### src/rtl/reg_bank_pkg.sv
// reg_bank_pkg: shared types and helpers for the reg_bank_hs register target.
//   state_e     - two-state request/response FSM encoding
//   access_err  - decides whether an accepted access is an error
//   byte_merge  - merges new bytes into an old word under a byte strobe
// byte_merge works on a fixed maximum width (MERGE_W); callers widen their
// operands into it and truncate the result back to their own width.
package reg_bank_pkg;

  typedef enum logic {
    ST_IDLE = 1'b0,
    ST_RESP = 1'b1
  } state_e;

  localparam int unsigned MERGE_W      = 256;
  localparam int unsigned MERGE_STRB_W = MERGE_W / 8;

  // Out-of-range accesses and writes to read-only slots are errors.
  function automatic logic access_err(input logic in_range,
                                      input logic is_wr,
                                      input logic is_ro);
    return !in_range || (is_wr && is_ro);
  endfunction

  function automatic logic [MERGE_W-1:0] byte_merge(
      input logic [MERGE_W-1:0]      old_v,
      input logic [MERGE_W-1:0]      new_v,
      input logic [MERGE_STRB_W-1:0] strb);
    logic [MERGE_W-1:0] r;
    r = old_v;
    for (int b = 0; b < int'(MERGE_STRB_W); b++) begin
      if (strb[b]) r[8*b +: 8] = new_v[8*b +: 8];
    end
    return r;
  endfunction

endpackage

### src/rtl/reg_bank_cell.sv
// reg_bank_cell: one DATA_W read/write register with byte-strobed write.
//   clk, rst  - clock, synchronous active-high reset (loads RESET_VAL)
//   we_i      - write enable for this cell (already qualified by decode)
//   wdata_i   - write data
//   strb_i    - byte enables; bytes with strobe 0 keep their value
//   q_o       - current register value
module reg_bank_cell
  import reg_bank_pkg::*;
#(
  parameter int                DATA_W    = 32,
  parameter logic [DATA_W-1:0] RESET_VAL = '0
) (
  input  logic                  clk,
  input  logic                  rst,
  input  logic                  we_i,
  input  logic [DATA_W-1:0]     wdata_i,
  input  logic [DATA_W/8-1:0]   strb_i,
  output logic [DATA_W-1:0]     q_o
);

  logic [DATA_W-1:0] q_q, q_d;

  always_comb begin
    q_d = q_q;
    if (we_i) begin
      q_d = DATA_W'(byte_merge(MERGE_W'(q_q), MERGE_W'(wdata_i),
                               MERGE_STRB_W'(strb_i)));
    end
  end

  always_ff @(posedge clk) begin
    if (rst) q_q <= RESET_VAL;
    else     q_q <= q_d;
  end

  assign q_o = q_q;

endmodule

### src/rtl/reg_bank_hs.sv
// reg_bank_hs: NUM_REGS-entry register bank behind a valid/ready request
// channel and a backpressurable response channel.
//   clk, rst                  - clock, synchronous active-high reset
//   req_valid/req_ready       - request handshake (req_ready low during rst)
//   req_wr, req_addr          - access type and register offset
//   req_wdata, req_strb       - write data and byte enables
//   hw_status                 - packed status; slice i backs read-only reg i
//   rsp_valid/rsp_ready       - response handshake
//   rsp_rdata, rsp_err        - registered read data / error flag
// Read-only registers (RO_MASK bit set) have no storage; reads return the
// hw_status slice sampled at the accept edge.
module reg_bank_hs
  import reg_bank_pkg::*;
#(
  parameter int                  NUM_REGS  = 8,
  parameter int                  DATA_W    = 32,
  parameter int                  ADDR_W    = 4,
  parameter logic [NUM_REGS-1:0] RO_MASK   = 8'h80,
  parameter logic [DATA_W-1:0]   RESET_VAL = '0
) (
  input  logic                         clk,
  input  logic                         rst,
  input  logic                         req_valid,
  output logic                         req_ready,
  input  logic                         req_wr,
  input  logic [ADDR_W-1:0]            req_addr,
  input  logic [DATA_W-1:0]            req_wdata,
  input  logic [DATA_W/8-1:0]          req_strb,
  input  logic [NUM_REGS*DATA_W-1:0]   hw_status,
  output logic                         rsp_valid,
  input  logic                         rsp_ready,
  output logic [DATA_W-1:0]            rsp_rdata,
  output logic                         rsp_err
);

  state_e            state_q, state_d;
  logic              accept, in_range, ro_hit, err;
  logic [DATA_W-1:0] rd_sel;
  logic [DATA_W-1:0] cell_q [NUM_REGS];
  logic [DATA_W-1:0] rsp_rdata_q, rsp_rdata_d;
  logic              rsp_err_q, rsp_err_d;

  // req_ready is a pure function of state and rst, never of rsp_ready.
  assign req_ready = (state_q == ST_IDLE) && !rst;
  assign rsp_valid = (state_q == ST_RESP);
  assign accept    = req_valid && req_ready;
  assign in_range  = {1'b0, req_addr} < (ADDR_W+1)'(NUM_REGS);

  always_comb begin
    ro_hit = 1'b0;
    rd_sel = '0;
    for (int i = 0; i < NUM_REGS; i++) begin
      if (req_addr == ADDR_W'(i)) begin
        ro_hit = RO_MASK[i];
        rd_sel = RO_MASK[i] ? hw_status[i*DATA_W +: DATA_W] : cell_q[i];
      end
    end
  end

  assign err = access_err(in_range, req_wr, ro_hit);

  for (genvar g = 0; g < NUM_REGS; g++) begin : g_reg
    if (RO_MASK[g]) begin : g_ro
      assign cell_q[g] = '0;
    end else begin : g_rw
      reg_bank_cell #(
        .DATA_W    (DATA_W),
        .RESET_VAL (RESET_VAL)
      ) u_cell (
        .clk     (clk),
        .rst     (rst),
        .we_i    (accept && req_wr && !err && (req_addr == ADDR_W'(g))),
        .wdata_i (req_wdata),
        .strb_i  (req_strb),
        .q_o     (cell_q[g])
      );
    end
  end

  always_comb begin
    state_d = state_q;
    case (state_q)
      ST_IDLE: if (accept)    state_d = ST_RESP;
      ST_RESP: if (rsp_ready) state_d = ST_IDLE;
      default:                state_d = ST_IDLE;
    endcase
  end

  // Response payload is captured only at accept and held until handshake.
  always_comb begin
    rsp_rdata_d = rsp_rdata_q;
    rsp_err_d   = rsp_err_q;
    if (accept) begin
      rsp_err_d   = err;
      rsp_rdata_d = (!req_wr && !err) ? rd_sel : '0;
    end
  end

  always_ff @(posedge clk) begin
    if (rst) begin
      state_q     <= ST_IDLE;
      rsp_rdata_q <= '0;
      rsp_err_q   <= 1'b0;
    end else begin
      state_q     <= state_d;
      rsp_rdata_q <= rsp_rdata_d;
      rsp_err_q   <= rsp_err_d;
    end
  end

  assign rsp_rdata = rsp_rdata_q;
  assign rsp_err   = rsp_err_q;

endmodule

### config.mk
export PLATFORM = sky130hd
export DESIGN_NAME = reg_bank_hs
export DESIGN_NICKNAME = d
export VERILOG_FILES = /design/src/rtl/reg_bank_pkg.sv /design/src/rtl/reg_bank_cell.sv /design/src/rtl/reg_bank_hs.sv
export SDC_FILE = /design/constraint.sdc
export NUM_CORES = 1
export LEC_CHECK = 0
export CAP_MARGIN = 40
export CORE_ASPECT_RATIO = 2
export CORE_MARGIN = 3
export CORE_UTILIZATION = 40
export CTS_CLUSTER_SIZE = 10
export DETAILED_ROUTE_END_ITERATION = 8
export GPL_TIMING_DRIVEN = 0
export HOLD_SLACK_MARGIN = 0.03
export PLACE_DENSITY = 0.69
export REMOVE_ABC_BUFFERS = 1
export SLEW_MARGIN = 15
export SYNTH_ARGS = -nofsm -noshare
export SYNTH_HDL_FRONTEND = slang
export SYNTH_SLANG_ARGS = --single-unit
### constraint.sdc
create_clock -name clk -period 5.7 [get_ports clk]
set_input_delay 0.855 -clock clk [delete_from_list [all_inputs] [get_ports clk]]
set_output_delay 0.855 -clock clk [all_outputs]
set_load 0.005 [all_outputs]
==> Yosys cells after proc, flatten, opt, wreduce, memory -nomap -nowiden <==
Index checks and enable logic that the tools add are counted.
{ "totals": {"register_bits": 258, "in_bits": 301, "wordCells": 100} }
{ "classes": {"magnitude_cmp": 1, "eq_ne": 7, "muxes": 13, "n_bitwise": 1, "reduce_logical": 47} }
{ "ops": {"columns": ["operator", "count"], "rows": [
  ["32-bit 2-to-1 mux", 9],
  ["2-bit AND reduction", 28],
  ["4-bit by 3-bit equality test with 1-bit output, second input constant", 4],
  ["1-bit logical AND", 13],
  ["4-bit by 2-bit equality test with 1-bit output, second input constant", 2],
  ["4-bit by 1-bit equality test with 1-bit output, second input constant", 1],
  ["1-bit logical NOT", 4],
  ["4-bit logical NOT", 1],
  ["4-bit less-than comparator, second input constant", 1],
  ["1-bit 2-to-1 mux", 3],
  ["1-bit case mux with 2 select lines", 1],
  ["1-bit logical OR", 1],
  ["1-bit inverter", 1]
]} }

==> Depth between registers and ports, before layout <==
{ "depth": {"depth_word": 10, "ltp_mapped": 8} }

==> Cells and area by module <==
From an unflattened synthesis, not the netlist that was laid out.
{ "hier_totals": {"cells_unflattened": 1466, "area_unflattened_um2": 13807.0} }
{ "by_module_without_submodules": {"columns": ["module", "n_inst", "cells_each", "area_per_inst_um2", "seq_area_each_um2"], "rows": [
  ["reg_bank_cell", 7, 146, 1463.9, 640.6],
  ["reg_bank_hs", 1, 444, 3559.7, 680.7]
]} }

==> Worst setup path after synthesis <==
OpenSTA, ideal clock, no wires.
{ "synth_path": {"kind": "input-to-reg", "start": "in rst", "end": "reg g_reg[3].g_rw.u_cell.q_q[31]", "setup_ps": 128, "t_arrival_ps": 2363, "required_ps": 5572, "path_slack_ps": 3210, "path_stages": 7, "path_buffers": 2, "path_cell_list": "buf_2 > or3b_4 > buf_6 > or3_4 > nor2_8 > mux2i_1 > nor2_1"} }
{ "synth_via": {"elab_chain_cells": 7} }
{ "synth_rtl": {"columns": ["item", "line", "text"], "rows": [
  ["start: declaration", "reg_bank_hs.sv:22", "input logic rst,"],
  ["1-bit logical NOT", "reg_bank_hs.sv:44", "assign req_ready = (state_q == ST_IDLE) && !rst;"],
  ["1-bit logical AND", "reg_bank_hs.sv:44", null],
  ["1-bit logical AND", "reg_bank_hs.sv:46", "assign accept = req_valid && req_ready;"],
  ["1-bit logical AND (3 in a row)", "reg_bank_hs.sv:72", ".we_i (accept && req_wr && !err && (req_addr == ADDR_W'(g))),"],
  ["2-bit AND reduction (no source line)", null, null],
  ["end signal: assignment", "reg_bank_cell.sv:33", "else q_q <= q_d;"],
  ["end: declaration", "reg_bank_cell.sv:21", "logic [DATA_W-1:0] q_q, q_d;"]
]} }
Parallel ways exist; a longest one is shown, timed or not.
A chain may end at the register's enable or synchronous reset.

==> Final worst setup path <==
{ "layout_path": {"start": "in req_addr[0]", "end": "reg g_reg[5].g_rw.u_cell.q_q[18]"} }
{ "layout_via": {"elab_chain_cells": 8, "elab_cells_between_ends": 11, "classes_between": "order compare (1); eq/ne (2); mux (1); reduce/logical (7)"} }
{ "layout_rtl": {"columns": ["item", "line", "text"], "rows": [
  ["start: declaration", "reg_bank_hs.sv:26", "input logic [ADDR_W-1:0] req_addr,"],
  ["parallel branches: the longest is 6 deep, another holds 4-bit less-than comparator", null, null],
  ["1-bit logical AND *", "reg_bank_hs.sv:72", null],
  ["2-bit AND reduction (no source line) *", null, null],
  ["end signal: assignment", "reg_bank_cell.sv:33", null],
  ["end: declaration", "reg_bank_cell.sv:21", null]
]} }
Every way passes the cells marked *.

==> run metrics <==
commonest non-fill, non-tap cells in the layout=dfxtp_1, nand2_1, nor2_1; Slowest-stage cell, CP=nor2b_4; Final ANT Viol Nets=0; total global routing overflow=0; Post-Synth Simple-Gate Area=0.192; power per cell area=267 mW/mm^2; antenna violations before repair=0; length in cells of the worst reg-to-reg path=5; async set-or-reset flop fraction in the synthesized netlist=0; Total Routing Usage GR=0.208; crit path launch=req_addr[0]; Crit. End Element=flip-flop; initial core utilization=0.409; Area growth syn-to-layout=20.7%; Crit path largest cell delay=about 0.80 ns; CP arrival=approximately 3.9 ns; layout cells sized above 1=0.0692; wire length per cell=around 18 um; final wirelength=32.6 mm; Rows=86; gpl congestion=0.798; CTS tree=built; peak supply drop=0.249 mV; Mapped Area=approximately 0.011 mm^2; first-pass GRT wire length=52.2 mm; hold buffer count at cts=0; Remaining DRCs=0; final hold violations=0; Ports=between 300 and 400; core area=0.0279 mm^2; unrepaired setup endpoints after global routing=no; Clock transition at path regs=0.06 ns; Synth Area in Adders=0; FF+latch count, synth=258; Clock Latency Late Sink=0.54 ns; TNS Setup=0 ns; clk sinks=~260; number of flops mapped to enable cells by yosys=0; min Tclk post-route=between 3 and 4 ns; via count=9852; Iter 0 DRT Violations=714; Chip Height=roughly 240 um; # fillers=2643; leading cell type in the layout, fill and taps excluded=dfxtp_1; Power Total=3.68 mW; dpl cells=1736; mux contribution to synthesized area=0.151; startpoint types=input pin; worst path required time=6.10 ns; worst setup path class=input pin to flip-flop; syn_area_per_cell=8.49 um^2; die area=0.0307 mm^2; post-CTS setup buffer count=0; worst-margin pin slew=0.854 ns; vias in the first global route=9806; Max-Cap Viols=0; PostCTS Resize Cnt=0; Critical R2R Capture=g_reg[1].g_rw.u_cell.q_o[6]; TritonCTS Buffers=29; Max Clk Rate=288 MHz; CTS max path bufs=3; Inserted Diodes=0; synth unique cells=43; R2R setup slack=around 3.1 ns; worst hold path class=flip-flop to flip-flop; largest net degree at the start of global routing=around 130; count of input and output buffers=111; Top FF cell, synth=dfxtp_1; htree depth=1; vias per inst=5.57; leak pwr=4.70 nW; DIE WIDTH=125 um; Max Slew Vio Count=0; post-synthesis compound-gate area fraction=0.168; status=finished, final reports clean; worst-path cell chain=buf_6 -> buf_16 -> nor2b_4 -> nand3_1 -> nor2_2 -> mux2i_1 -> nor2_1; Layout Nets=1717; CP endpoint=g_reg[5].g_rw.u_cell.q_o[18]; synth warn=0; hold_sp=rsp_rdata[3]; main combinational cell family by area after synthesis=simple AND/OR/NAND/NOR gates; fin crit share=0.610; post-DP HPWL=approximately 21 mm; Crit Path Max Fanout=73; Non-Filler Instances=1768; root buf cell=clkbuf_16; Post-Synthesis Cells=between 1k and 1.5k; Synth Area in XOR/XNOR=0; r2r startpoint=rsp_valid; Rel. slew slack=0.428; Finish-stage setup viols=0; fin util=0.494; 1st-pass router iterations=7; Layout Skew=0.00847 ns; sequential element share of the synthesized area=0.453
-- report_power, final --
group	internal (mW)	switching, mW
Combinational	0.116	0.175
Sequential	1.81	0.00334
Clock	0.890	0.683
Total	2.82	0.861
-- flip-flops by register name (all words and copies together), names as in the netlist --
register,cells
g.g_rw.u_cell.q_o,224
rsp_err,1
rsp_rdata,32
rsp_valid,1
-- synth_stat cells (2+ instances only) --
| cell | number | area [um^2] |
|---|---|---|
| o21a_1 | 22 | 165 |
| nand2_1 | 204 | 766 |
| o2bb2ai_1 | 8 | 70.1 |
| nand3_1 | 51 | 255 |
| a22oi_1 | 8 | 60.1 |
| mux2i_1 | 151 | 1510 |
| and2_1 | 10 | 62.6 |
| nor2b_1 | 3 | 18.8 |
| nand3_2 | 4 | 40.0 |
| o22ai_1 | 2 | 12.5 |
| a2bb2oi_1 | 2 | 17.5 |
| a21oi_1 | 170 | 851 |
| nor3_2 | 6 | 60.1 |
| a221oi_1 | 22 | 193 |
| o21ai_0 | 87 | 435 |
| nor2_4 | 3 | 33.8 |
| nor3b_1 | 2 | 15.0 |
| nor2_2 | 8 | 50.1 |
| or3_1 | 2 | 12.5 |
| nor2_1 | 170 | 638 |
| mux4_2 | 9 | 203 |
| dfxtp_1 | 258 | 5160 |
| nor2_8 | 2 | 40.0 |
| nand2b_1 | 9 | 56.3 |
| or3_4 | 2 | 22.5 |
| buf_2 | 11 | 55.1 |
| inv_1 | 10 | 37.5 |
| clkbuf_1 | 69 | 259 |
| nor3_1 | 9 | 45.0 |
| buf_4 | 3 | 22.5 |
| nor3_4 | 2 | 32.5 |
| o211a_1 | 8 | 80.1 |
| buf_1 | 6 | 22.5 |
-- layer usage --
metal / GRT usage / share of wire / vias to the layer above / wire length (um)
li1: - / - / 4788 / -
met1: 0.247 / 0.40 / 4675 / 13200
met2: 0.376 / 0.51 / 317 / 16500
met3: 0.0253 / 0.052 / 72 / 1700
met4: 0.0868 / 0.036 / 0 / 1170
met5: 0 / 0 / - / 0
-- critical path: cells and delay by family --
family | cells | cell delay, ns
and+or+nand+nor | 4 | 1.96
buffers and inverters | 2 | 0.71
muxes | 1 | 0.27
-- cells by family after synthesis --
| kind of cell | Yosys count |
|---|---|
| simple gates | 492 |
| buf+inv | 100 |
| mux | 161 |
| compound gates | 332 |
| flops | 258 |
-- through the flow --
stage                     setup WS, ns  instance area [um^2]  hold slack (ns)
after floorplan                   1.37                 11000            0.423
after global placement           -7.08                 12600            0.432
after detailed placement          1.66                 13000            0.441
after CTS                         2.22                 13700            0.451
after global routing              2.03                 13800            0.463
final                             2.22                 13800            0.448
-- area by class of cell --
type | instances | area, um^2 | area share
well taps | 352 | 440 | 0.0320
clock buffers | 31 | 733 | 0.0533
multi-input cells | 985 | 5870 | 0.426
repair buffers | 132 | 1510 | 0.110
flip-flops and latches | 258 | 5160 | 0.375
inverters | 10 | 37.5 | 0.00273
-- worst min-delay path by stage --
stage,end,cells past startpoint
after detailed placement,rsp_rdata[3],2
after global routing,g_reg[2].g_rw.u_cell.q_o[1],2
after floorplan,g_reg[0].g_rw.u_cell.q_o[17],2
after global placement,rsp_rdata[3],2
final,rsp_rdata[3],2
after CTS,g_reg[1].g_rw.u_cell.q_o[7],2
Power figures use the tool's default switching activity.
